File: src/rtl/psum_ctrl.sv
// Sequencing controller for the 3-stage psum adder tree and its psum FIFO.
// Tracks element/pass position and times FIFO pop, zero-operand, write-back and output strobes.
module psum_ctrl #(
    parameter int DATA_WIDTH = 25,
    parameter int FIFO_DEPTH = 64,
    parameter int LEN_W      = 7,
    parameter int PASS_W     = 8
) (
    input  logic              clk,
    input  logic              rst,
    input  logic              cfg_start,
    input  logic [LEN_W-1:0]  cfg_row_len,
    input  logic [PASS_W-1:0] cfg_num_pass,
    output logic              busy,
    output logic              done,
    output logic              cfg_err,
    input  logic              pe_valid,
    output logic              pe_ready,
    output logic              fifo_clr,
    output logic              fifo_rd_en,
    input  logic              fifo_empty,
    input  logic              fifo_afull,
    output logic              fifo_zero,
    output logic              fifo_wr_en,
    output logic              out_valid,
    output logic              out_last
);

    localparam int OCC_W  = $clog2(FIFO_DEPTH + 1);
    localparam int T_LAST = 0;
    localparam int T_OUT  = 1;
    localparam int T_WR   = 2;
    localparam int T_ZERO = 3;
    localparam int T_RD   = 4;

    typedef enum logic [1:0] {
        S_IDLE  = 2'd0,
        S_RUN   = 2'd1,
        S_DRAIN = 2'd2,
        S_DONE  = 2'd3
    } state_t;

    state_t            state_q, state_d;
    logic [LEN_W-1:0]  row_len_q, row_len_d;
    logic [LEN_W-1:0]  elem_cnt_q, elem_cnt_d;
    logic [PASS_W-1:0] num_pass_q, num_pass_d;
    logic [PASS_W-1:0] pass_cnt_q, pass_cnt_d;
    logic [OCC_W-1:0]  occ_q, occ_d;
    logic [4:0]        tag1_q, tag1_d;
    logic [4:0]        tag2_q, tag2_d;
    logic [4:0]        tag3_q, tag3_d;
    logic              cfg_err_q, cfg_err_d;
    logic              fifo_clr_q, fifo_clr_d;

    logic first_pass;
    logic last_pass;
    logic final_elem;
    logic first_pass_stall;
    logic wr_stall;
    logic cfg_bad;
    logic accept;

    // Position decode and stall conditions.
    always_comb begin
        first_pass = (pass_cnt_q == PASS_W'(0));
        last_pass  = (pass_cnt_q == (num_pass_q - PASS_W'(1)));
        final_elem = (elem_cnt_q == (row_len_q - LEN_W'(1)));
        // The last entry may already be leaving via this cycle's pop with no write landing to replace it.
        first_pass_stall = !first_pass &&
                           (fifo_empty ||
                            (tag1_q[T_RD] && !tag3_q[T_WR] && (occ_q == OCC_W'(1))));
        wr_stall   = !last_pass && fifo_afull;
        cfg_bad    = (cfg_row_len == LEN_W'(0)) || (cfg_row_len > LEN_W'(FIFO_DEPTH));
    end

    // Next-state, counters and beat-tag pipeline.
    always_comb begin
        state_d    = state_q;
        row_len_d  = row_len_q;
        num_pass_d = num_pass_q;
        elem_cnt_d = elem_cnt_q;
        pass_cnt_d = pass_cnt_q;
        occ_d      = occ_q + OCC_W'(tag3_q[T_WR]) - OCC_W'(tag1_q[T_RD]);
        cfg_err_d  = 1'b0;
        fifo_clr_d = 1'b0;
        pe_ready   = 1'b0;
        accept     = 1'b0;

        case (state_q)
            S_IDLE: begin
                if (cfg_start && cfg_bad) begin
                    cfg_err_d = 1'b1;
                end else if (cfg_start) begin
                    row_len_d  = cfg_row_len;
                    num_pass_d = (cfg_num_pass == PASS_W'(0)) ? PASS_W'(1) : cfg_num_pass;
                    elem_cnt_d = LEN_W'(0);
                    pass_cnt_d = PASS_W'(0);
                    occ_d      = OCC_W'(0);
                    fifo_clr_d = 1'b1;
                    state_d    = S_RUN;
                end else begin
                    state_d = S_IDLE;
                end
            end
            S_RUN: begin
                pe_ready = !first_pass_stall && !wr_stall;
                accept   = pe_valid && pe_ready;
                if (accept && final_elem) begin
                    elem_cnt_d = LEN_W'(0);
                    pass_cnt_d = pass_cnt_q + PASS_W'(1);
                    state_d    = last_pass ? S_DRAIN : S_RUN;
                end else if (accept) begin
                    elem_cnt_d = elem_cnt_q + LEN_W'(1);
                end else begin
                    state_d = S_RUN;
                end
            end
            S_DRAIN: begin
                // Stage 3 drains on its own this cycle, so only stages 1-2 gate the exit.
                if ((tag1_q == 5'b0) && (tag2_q == 5'b0)) begin
                    state_d = S_DONE;
                end else begin
                    state_d = S_DRAIN;
                end
            end
            S_DONE: begin
                state_d = S_IDLE;
            end
            default: begin
                state_d = S_IDLE;
            end
        endcase

        tag1_d = accept ? {!first_pass, first_pass, !last_pass, last_pass, last_pass && final_elem}
                        : 5'b0;
        tag2_d = tag1_q;
        tag3_d = tag2_q;
    end

    // State, config and pipeline registers.
    always_ff @(posedge clk or posedge rst) begin
        if (rst) begin
            state_q    <= S_IDLE;
            row_len_q  <= LEN_W'(0);
            num_pass_q <= PASS_W'(0);
            elem_cnt_q <= LEN_W'(0);
            pass_cnt_q <= PASS_W'(0);
            occ_q      <= OCC_W'(0);
            tag1_q     <= 5'b0;
            tag2_q     <= 5'b0;
            tag3_q     <= 5'b0;
            cfg_err_q  <= 1'b0;
            fifo_clr_q <= 1'b0;
        end else begin
            state_q    <= state_d;
            row_len_q  <= row_len_d;
            num_pass_q <= num_pass_d;
            elem_cnt_q <= elem_cnt_d;
            pass_cnt_q <= pass_cnt_d;
            occ_q      <= occ_d;
            tag1_q     <= tag1_d;
            tag2_q     <= tag2_d;
            tag3_q     <= tag3_d;
            cfg_err_q  <= cfg_err_d;
            fifo_clr_q <= fifo_clr_d;
        end
    end

    // Output decode straight from flops.
    always_comb begin
        busy       = (state_q == S_RUN);
        done       = (state_q == S_DONE);
        cfg_err    = cfg_err_q;
        fifo_clr   = fifo_clr_q;
        fifo_rd_en = tag1_q[T_RD];
        fifo_zero  = tag2_q[T_ZERO];
        fifo_wr_en = tag3_q[T_WR];
        out_valid  = tag3_q[T_OUT];
        out_last   = tag3_q[T_LAST];
    end

endmodule
File: config.mk
export PLATFORM = sky130hd
export DESIGN_NAME = psum_ctrl
export DESIGN_NICKNAME = d
export VERILOG_FILES = /design/src/rtl/psum_ctrl.sv
export SDC_FILE = /design/constraint.sdc
export NUM_CORES = 1
export LEC_CHECK = 0
export ABC_AREA = 1
export CORE_UTILIZATION = 50
export CTS_CLUSTER_DIAMETER = 200
export CTS_CLUSTER_SIZE = 8
export DETAILED_ROUTE_END_ITERATION = 7
export PLACE_DENSITY = 0.71
export SLEW_MARGIN = 20
export SYNTH_ARGS = -nofsm -noshare
export SYNTH_HDL_FRONTEND = slang
export SYNTH_SLANG_ARGS = --single-unit
export TNS_END_PERCENT = 10
File: constraint.sdc
create_clock -name clk -period 2.81 [get_ports clk]
set_input_delay 0.281 -clock clk [delete_from_list [all_inputs] [get_ports clk]]
set_output_delay 0.281 -clock clk [all_outputs]
set_load 0.02 [all_outputs]
== Yosys cells after proc, flatten, opt, wreduce, memory -nomap -nowiden ==
Cells that the tools add are included.
Storage, ports and cells
  register bits after elaboration: 54
  input bits: 21
  output and inout bits: 10
  word-level logic and storage cells: 86
Operators by class
  add/subtract/negate cells: 6
  magnitude comparators: 1
  equality and inequality tests: 11
  multiplexer cells: 28
  bitwise gates (word level): 1
  reduce and logical (&&, ||, !) cells: 28
Operator list (number)
  $mux 7: 7
  $mux 8: 4
  $logic_not 8->1: 2
  $pmux 8 s2: 1
  $pmux 7 s2: 1
  $logic_and 1x1->1: 10
  $logic_not 5->1: 2
  $mux 1: 9
  $add 8x1->8 const B: 1
  $eq 8x8->1: 1
  $mux 2: 4
  $pmux 2 s4: 1
  $reduce_and 4->1: 2
  $sub 8x1->8 const B: 1
  $add 7x1->7: 1
  $add 7x1->7 const B: 1
  $eq 7x1->1 const B: 1
  $eq 7x7->1: 1
  $gt 7x7->1 const B: 1
  $logic_not 7->1: 1
  $sub 7x1->7: 1
  $sub 7x1->7 const B: 1
  $logic_not 1->1: 5
  $mux 5: 1
  other kinds (12): 15

== Depth between registers and ports, before layout ==
Gate-level depths: netlist of the first run.
  word-level depth: 11
  gate-level depth with buffers: 17
  depth with buffers taken out: 17

== Worst setup path before layout of the first run ==
No wires, ideal clock.
  kind: reg2reg
  start: register tag1_q[4]
  end: register occ_q[6]
  library setup time: 0.077 ns
  arrival: 2.088 ns
  data required time: 2.733 ns
  slack: 0.644 ns
  cell stages (with the launch flop): 16
  path buffers: 0
  period minus slack after synthesis: 2.166 ns
  cells stage by stage: dfrtp_1 ha_1 inv_1 ha_1 fa_1 nand2_1 inv_1 nor2_1 nor2_1 nor2_1 nor2_1 nor2_1 nor2_1 nor2_1 o21ai_0 a21oi_1
Between the ends
  word-level cells in the longest chain between the ends: 4
RTL lines
  from (decl): RTL line 49  | logic [4:0] tag1_q, tag1_d;
  from (signal assigned): RTL line 161  | tag1_q <= tag1_d;
  $sub 7x1->7 *: RTL line 83  | occ_d = occ_q + OCC_W'(tag3_q[T_WR]) - OCC_W'(tag1_q[T_RD]);
  $mux 7: RTL line 93  | end else if (cfg_start) begin
  $mux 7: RTL line 91  | if (cfg_start && cfg_bad) begin
  $mux 7 *: RTL line 89  | case (state_q)
  net occ_d[6]: RTL line 48  | logic [OCC_W-1:0] occ_q, occ_d;
  to (signal assigned): RTL line 148  | occ_q <= OCC_W'(0);
  to (signal assigned): RTL line 160  | occ_q <= occ_d;
  to (decl): RTL line 48
The timed path passes the listed nets; every way through them passes the cells marked *.
A chain may end at the register's enable or synchronous reset.

== Worst setup path after layout of the first run ==
  start: register num_pass_q[0]
  end: output port pe_ready
Between the ends
  word-level cells in the longest chain between the ends: 7
RTL lines
  from (decl): RTL line 46  | logic [PASS_W-1:0] num_pass_q, num_pass_d;
  from (signal assigned): RTL line 157  | num_pass_q <= num_pass_d;
  $sub 8x1->8: RTL line 66  | last_pass = (pass_cnt_q == (num_pass_q - PASS_W'(1)));
  $eq 8x8->1: RTL line 66
  $logic_not 1->1: RTL line 72  | wr_stall = !last_pass && fifo_afull;
  $logic_and 1x1->1: RTL line 72
  $logic_not 1->1: RTL line 106  | pe_ready = !first_pass_stall && !wr_stall;
  $logic_and 1x1->1: RTL line 106
  $mux 1: RTL line 89
  to (decl): RTL line 18  | output logic pe_ready,
No other way between the ends.

==> results list, run 1 <==
- Outcome: complete, no violations
- Core Util, Final: approximately three fifths
- The die is between 80 and 90 um wide.
* Number of hold buffers added after CTS: 0
- Dividing the detail-routed wire length by the instance count gives between 10 and 15 um.
* Starting DRT DRC Count: roughly 120
- In this run switching power makes up around 39% of total power.
- Cells taking the most area after synthesis: sky130_fd_sc_hd__dfrtp_1 41%, sky130_fd_sc_hd__nand2_1 15%, sky130_fd_sc_hd__nand3_1 7.0%, sky130_fd_sc_hd__inv_1 6.8%, sky130_fd_sc_hd__ha_1 5.3%
- Yosys instantiated no cell more often than sky130_fd_sc_hd__nand2_1.
- The worst setup path is launched from a flop.
* Power density cells: approximately 670 mW/mm^2
- For this run, the leading register cell type out of synthesis is sky130_fd_sc_hd__dfrtp_1.
- Setup violations remaining at the end of the flow were counted as 0.
* Setup Buffers After CTS: 0
* Clock Tree Root: sky130_fd_sc_hd__clkbuf_8
- Once the floorplan was initialized, standard cells occupied about half of the core.
- Summing all placed instances gives a cell area of 0.00369 mm^2.
- sky130_fd_sc_hd__dfrtp_1 takes more of the synthesized area than any other cell.
- Measured against its own limit, the worst slew margin works out to 73.9%.
- R2R cell count: 16
- The endpoint identified for the worst register-to-register timing path is pass_cnt_q[5]$_DFFE_PP0P_.
- CTS tree: done
* Total Nets Final: 518
* Largest net degree at the start of global routing: 31
* Antenna Violating Nets Remaining: 0
- Half-perimeter wire length of the detailed placement result: roughly 5 mm
* TritonCTS Buffers: 5
- Count of clock tree sinks: between 50 and 60
* Final critical-path required period: ~2.6 ns
- Ratio of routed vias to standard cells: ~5
* Synthesized area per cell: 7.36 um^2
- Worst path arrival time: roughly 2.3 ns
- For the pin with the worst max-slew slack, the measured transition is around 0.4 ns.
- The setup path with the least slack is of type flop to primary output.
* Number of levels in the clock H-tree: 2
- In this run the worst path has a maximum fanout of 6.
- Seq cells post-synth: 54
- Reg power frac: 41.8%
- Vias: ~2.8k
* Global-route wire length before repair: 11.6 mm
- Number of detailed-routing iterations run before antenna repair: 6
* Weighted congestion reported at the end of routability-driven placement: approximately 0.92
* Max-capacitance violation count: 0
* Clock share of power: a little under a fifth
- In the final timing run, aggregate negative setup slack is 0 ns.
- P_sw: roughly 0.98 mW
- Die Footprint: 0.00691 mm^2
- The number of different library cells used by synthesis comes to 32.
* Sequential cell area fraction in the yosys report: around two fifths
* Row count: 29
* Static power due to leakage: between 1.5 and 2 nW
* Number of synthesized flops with an enable pin: 0
- Net Count, Synth: about 480
- The worst setup path is captured at a primary output.
- Number of gates resized after CTS: 1
- Buffers from clock root to sink, at most: 2
* Number of top-level design ports: 31
- Vias in the first global route: roughly 2.7k
* Setup repair after global routing missed its margin: no
- Startpoint of the worst setup timing path: num_pass_q[0]$_DFFE_PP0P_
* Reg2Reg Setup Slack: 0.42 ns
* Share of total power in combinational logic: between 30% and 40%
- Share of the synthesized area in the top cell type: around two fifths
- The cell count after synthesis came out at ~450.
* Synthesis Warnings: 0
* Finished Cell Area: approximately 0.0038 mm^2
- The max-slew violation total from the final report was 0.
* Port-buffer cells: 30
- After layout, the worst path uses approximately nine tenths of the clock period.
- Remaining DRCs: 0
- Excluding fillers, the count of instances in the completed layout stands at 560.
- Total global routing track utilization: between 20 and 25%
- R2R Path Start: row_len_q[0]$_DFFE_PP0P_
* Die Y: 83.1 um
- Clock-pin slew of the registers on the worst-case setup and hold paths: 0.11 ns
- Remaining global-route overflow: 0
- DRT Wirelength: between 6 and 7 mm
- The clock reaches the later pin of the worst-skew pair after ~0.32 ns.
- Share of final-layout standard cells stronger than drive strength 1: 7.25%
- In this run the worst hold path is classified as input port to async pin.
* Worst VDD drop: 0.460 mV
* Critical path data required time: about 2.5 ns
- For the final database, setup skew stands at 0.0160 ns.
- Based on the critical path, the design can be clocked at up to between 300 and 400 MHz.
* Endpoint of the worst setup timing path: pe_ready
* Async set-or-reset flop fraction in the synthesized netlist: 100%
* Number of antenna violations at the first check in global routing: 0
- Number of inserted diodes: 0
- The core region is approximately 0.0063 mm^2.
- The cell area that synthesis handed to floorplanning was approximately 0.0033 mm^2.
- Most instantiated cells after synthesis: 134 x sky130_fd_sc_hd__nand2_1, 60 x sky130_fd_sc_hd__inv_1, 54 x sky130_fd_sc_hd__dfrtp_1, 46 x sky130_fd_sc_hd__nand3_1, 45 x sky130_fd_sc_hd__nor2_1
- Compared with the post-synthesis result, the final layout area differs by 15.0%.
- Inst Count DP: 552
- The final number of hold-violating endpoints was 0.
- The internal power of the cells totals ~1.5 mW.
-- power groups by stage --
stage          Clock (mW)  Combinational (mW)  Sequential, mW
2_1_floorplan           0               0.791            1.04
3_3_place_gp            0               0.976            1.06
3_5_place_dp            0                1.01            1.07
4_1_cts             0.484                1.01            1.06
5_1_grt             0.505                1.18            1.08
6_report            0.466                1.00            1.06
-- critical path, stage by stage, from the launching register on --
cell,delay (ns)
sky130_fd_sc_hd__dfrtp_1,0.40
sky130_fd_sc_hd__inv_1,0.14
sky130_fd_sc_hd__ha_2,0.30
sky130_fd_sc_hd__inv_1,0.05
sky130_fd_sc_hd__nand2_1,0.04
sky130_fd_sc_hd__nand2_1,0.06
sky130_fd_sc_hd__nand2_1,0.04
sky130_fd_sc_hd__nor2_1,0.12
sky130_fd_sc_hd__nand3_1,0.11
sky130_fd_sc_hd__nor2_2,0.15
sky130_fd_sc_hd__nand2_2,0.13
sky130_fd_sc_hd__nand2_4,0.13
sky130_fd_sc_hd__nand2_1,0.06
sky130_fd_sc_hd__nor2_1,0.08
sky130_fd_sc_hd__clkbuf_2,0.17
-- state kept, by name, indices dropped and copies added, names as in the netlist, named ones only --
name	flops
pass_cnt_q	8
tag3_q	3
fifo_clr	1
row_len_q	7
elem_cnt_q	7
occ_q	7
num_pass_q	8
cfg_err	1
tag2_q	5
tag1_q	5
state_q	1
-- worst min path at each step --
stage                                endpoint  slack (ns)  depth (start not counted)
final                     tag3_q[1]$_DFF_PP0_        0.25                          2
after global routing      tag3_q[0]$_DFF_PP0_        0.29                          2
after CTS                 tag3_q[0]$_DFF_PP0_        0.26                          2
after detailed placement  tag2_q[1]$_DFF_PP0_        0.36                          0
after global placement    tag2_q[3]$_DFF_PP0_        0.36                          0
after floorplan           tag2_q[3]$_DFF_PP0_        0.35                          0
-- cells by family (layout without fill, tap and decap cells) --
| group | Yosys count | in the layout | share of synthesized area (%) |
|---|---|---|---|
| AOI/OAI and AO/OA | 27 | 27 | 4.37 |
| xor gates and xnor gates | 16 | 16 | 4.26 |
| adders and majority gates | 15 | 15 | 5.93 |
| buffers and inverters | 72 | 108 | 8.79 |
| DFF | 54 | 54 | 41.1 |
| and+or+nand+nor | 263 | 263 | 35.6 |
-- stage by stage --
stage | total power, mW | setup WS, ns | hold WS (ns)
2_1_floorplan | 1.84 | 0.644 | 0.354
3_3_place_gp | 2.04 | 0.243 | 0.360
3_5_place_dp | 2.08 | 0.177 | 0.359
4_1_cts | 2.55 | 0.0984 | 0.265
5_1_grt | 2.76 | 0.0317 | 0.294
6_report | 2.52 | 0.229 | 0.251
-- placed cells by master, fill, tap and decap left out, types with 6 or more instances in the layout --
master	n
sky130_fd_sc_hd__nor4_1	6
sky130_fd_sc_hd__nand2_1	134
sky130_fd_sc_hd__o21ai_0	16
sky130_fd_sc_hd__nand4_1	8
sky130_fd_sc_hd__dfrtp_1	54
sky130_fd_sc_hd__a21oi_1	6
sky130_fd_sc_hd__nor3_1	7
sky130_fd_sc_hd__nor2_1	45
sky130_fd_sc_hd__xor2_1	9
sky130_fd_sc_hd__nand3_1	46
sky130_fd_sc_hd__clkdlybuf4s50_1	29
sky130_fd_sc_hd__xnor2_1	7
sky130_fd_sc_hd__ha_1	13
sky130_fd_sc_hd__inv_1	59
sky130_fd_sc_hd__buf_4	8
-- routing by layer --
layer	track usage, %	share of wire, %
met1	27.9	47
met2	34.6	47
met5	0	0
met4	5.33	1.2
met3	3.28	5.1
-- layout make-up --
cell class	count	area (um^2)
sequential	54	1350
tap	77	96.3
multi-input combinational	321	1650
inverter	62	233
clock buffer	5	68.8
clock inverter	3	26.3
timing repair buffer	38	355
fill	583	2570
No activity file was read; power rests on OpenSTA's default activity.
==> run 2: changes to the inputs <==
MAX_ROUTING_LAYER = met4   (was default)
SLEW_MARGIN = 5   (was 20)
==> run 2 against run 1 <==
Effect of this change: sequential power barely moved; combinational power is essentially flat; routed wire length is 0.59% higher; utilization about the same; worst setup slack got worse by 0.014 ns; non-clock buffer count did not move; cell area about the same; flip-flop and latch count is the same; via count fell by 1.1%; worst hold slack worse by 0.056 ns; die area stayed put; critical path type unchanged; critical endpoint unchanged.
==> results list, run 2 (synthesized netlist as in run 1, its figures left out) <==
* Average wire per cell in the routed design: 11.6 um (+0.59%)
* Clock network latency to the later pin of the worst-skew pair: 0.31 ns (about the same)
- Number of top-level design ports: 31 (unchanged)
- The total of endpoints with negative setup slack in the final report was 0 (unchanged).
- The final number of hold-violating endpoints is 0 (unchanged).
- The net load switching power was 0.971 mW (-1.1%).
* Number of hold buffers added after CTS: 0 (unchanged)
- Reg power frac: 42.0% (+0.2 points)
- Die Y: 83.1 um (unchanged)
* Critical path's slowest cell: sky130_fd_sc_hd__dfrtp_1
- The count of inserted antenna diode cells came to 0 (unchanged).
- The critical path goes through inv_1, ha_2, inv_1, nand2_1, nand2_1, nand2_1, nor2_1, nand3_1, nor2_2, nand2_2, nand2_4, nand2_1, nor2_1, clkbuf_2.
- Port-buffer cells: 30 (unchanged)
* Clock-pin slew of the registers on the worst-case setup and hold paths: 0.10 ns (about the same)
- The final sum of negative setup slack was 0 ns (unchanged).
- The clock sink count is 54 (unchanged).
- Critical path data required time: 2.53 ns (about the same)
* Final Power: 2.51 mW (-0.40%)
- In the layout the commonest cells are 134 x sky130_fd_sc_hd__nand2_1, 59 x sky130_fd_sc_hd__inv_1, 54 x sky130_fd_sc_hd__dfrtp_1, 46 x sky130_fd_sc_hd__nand3_1, 45 x sky130_fd_sc_hd__nor2_1.
- STA classifies the critical path startpoint as a flop.
* Share of total power in combinational logic: 40.0% (+0.3 points)
* Max-capacitance violation count: 0 (unchanged)
- FF+latch area: 0.00135 mm^2 (unchanged)
- The total leakage power was 1.98 nW (about the same).
- The maximum achievable frequency came to 385 MHz (-0.55%).
- Type of element capturing the critical path: primary output
- The starting density of the core was 51.8% (unchanged).
- The number of global-route vias before repair was 2,594 (-3.4%).
- The number of standard-cell rows in the floorplan was 29 (unchanged).
- Setup repair after global routing missed its margin: no
* Top cell by count, worst path: sky130_fd_sc_hd__nand2_1
- The total internal power came to 1.54 mW (about the same).
* Relative slew margins: 75.7% (+1.8 points)
- TritonCTS built the clock tree.
- Core Util, Final: 59.6% (about the same)
- Synth-to-Final Area Change: 15.1% (about the same)
- In this run the clock root is driven by a sky130_fd_sc_hd__clkbuf_8.
- The initial antenna violation count is 0 (unchanged).
* Power density cells: 664 mW/mm^2 (-0.46%)
* R2R Path End: pass_cnt_q[0]$_DFFE_PP0P_
- Die Footprint: 0.00691 mm^2 (unchanged)
- Number of detailed-routing iterations run before antenna repair: 4 (-2)
- Vias: 2,810 (-1.1%)
- CORE AREA: 0.00635 mm^2 (unchanged)
* R2R cell count: 16 (unchanged)
* Largest net degree at the start of global routing: 31 (unchanged)
- Registers with the highest flip-flop counts: num_pass_q x8, pass_cnt_q x8
- Half-perimeter wire length of the detailed placement result: 5.13 mm (+1.7%)
* Max Slew Vio Count: 0 (unchanged)
- Reg2Reg Setup Slack: 0.40 ns (-0.02 ns)
- The weighted congestion at the end of routability-driven global placement is 0.899 (-1.8%).
- The setup path with the least slack is of type flop to primary output.
- The total clock buffers created by CTS was 5 (unchanged).
- The worst endpoint data arrival time came to 2.31 ns (about the same).
* Buffers from clock root to sink, at most: 2 (unchanged)
- The total length of routed wires is 6.47 mm (+0.59%).
- Outcome: complete, no violations
- The area of the multi-input gates is 0.00165 mm^2 (unchanged).
* Most frequent standard cell in the layout excluding fill and tap cells: sky130_fd_sc_hd__nand2_1
- The global routing usage summed across all routing layers was 21.1% (+0.48 points).
* Share of final-layout standard cells stronger than drive strength 1: 7.25% (unchanged)
- Clock share of power: 18.0% (-0.5 points)
- The number of nets still failing antenna checks after routing came to 0 (unchanged).
- The number of DRC markers after the initial detailed-route iteration came to 116 (-4.9%).
- R2R Path Start: row_len_q[0]$_DFFE_PP0P_
- The first-pass GRT wire length is 11.6 mm (unchanged).
- Final period util: 92.4% (+0.51 points)
* Measured slew at the worst slew-check pin: 0.362 ns (-0.0297 ns)
- Worst min-delay path category: input port to async pin
* Switching share of power: 38.7% (-0.29 points)
* Remaining DRCs: 0 (unchanged)
- The layout filler cell count came to 602 (+3.3%).
- Die X: 83.1 um (unchanged)
- The H-tree depth is 2 (unchanged).
* Final worst clock skew: 0.00882 ns (-0.00722 ns)
* Top fanout value on the critical path: 6 (unchanged)
- The maximum resistive drop on vdd came to 0.438 mV (-4.6%).
* Remaining global-route overflow: 0 (unchanged)
- Ratio of routed vias to standard cells: 5.02 (-1.1%)
- Largest incremental delay on the critical path: 0.41 ns (about the same)
- The post-route minimum period is 2.60 ns (+0.0144 ns).
- The net count of the finished layout was 518 (unchanged).
run 2: area by class of cell:
class / instances / area share [%]
flip-flops and latches: 54 / 35.7
multi-input cells: 321 / 43.6
well taps: 77 / 2.55
clock buffers: 5 / 1.82
inverters: 62 / 6.15
repair buffers: 38 / 9.39
clock inverters: 3 / 0.760
run 2: layer usage:
layer	GRT usage (%)	routed length, um	vias to the layer above
met2	35.0	3030	55
met4	5.64	74	0
met3	2.39	283	9
met5	-	0	-
li1	-	-	1485
met1	27.7	3080	1261
run 2: worst max path at each step:
| stage | startpoint | endpoint | slack, ns | depth (start not counted) |
|---|---|---|---|---|
| after detailed placement | num_pass_q[0]$_DFFE_PP0P_ | pe_ready | 0.13 | 15 |
| after floorplan | tag1_q[4]$_DFF_PP0_ | occ_q[6]$_DFF_PP0_ | 0.64 | 15 |
| after global placement | num_pass_q[0]$_DFFE_PP0P_ | pe_ready | 0.24 | 14 |
| after CTS | num_pass_q[0]$_DFFE_PP0P_ | pe_ready | 0.05 | 15 |
| after global routing | num_pass_q[0]$_DFFE_PP0P_ | pe_ready | 0.02 | 15 |
| final | num_pass_q[0]$_DFFE_PP0P_ | pe_ready | 0.21 | 14 |
run 2: power groups by stage:
stage	clock (mW)	sequential [mW]	combinational (mW)
6_report	0.453	1.05	1.00
5_1_grt	0.510	1.08	1.20
4_1_cts	0.472	1.06	1.02
3_5_place_dp	0	1.07	1.01
3_3_place_gp	0	1.07	0.979
2_1_floorplan	0	1.04	0.791
run 2: critical path, delay by kind of cell (launching register included):
family                     cells  cell delay, ns
buffers and inverters          3            0.38
adders and majority gates      1            0.30
and+or+nand+nor               10            0.92
DFF                            1            0.41
run 2: timing repair:
item,CTS,global route
buffers inserted,0,0
setup endpoints to repair,1,1
endpoints found under the hold margin,0,0
gates resized for setup,1,3
run 2: through the flow:
stage	instance area [um^2]	instances	setup WS (ns)	hold slack [ns]
after floorplan	3290	447	0.644	0.354
after global placement	3690	552	0.237	0.361
after detailed placement	3690	552	0.133	0.365
after CTS	3790	560	0.0465	0.200
after global routing	3780	560	0.0160	0.207
final	3780	560	0.215	0.195
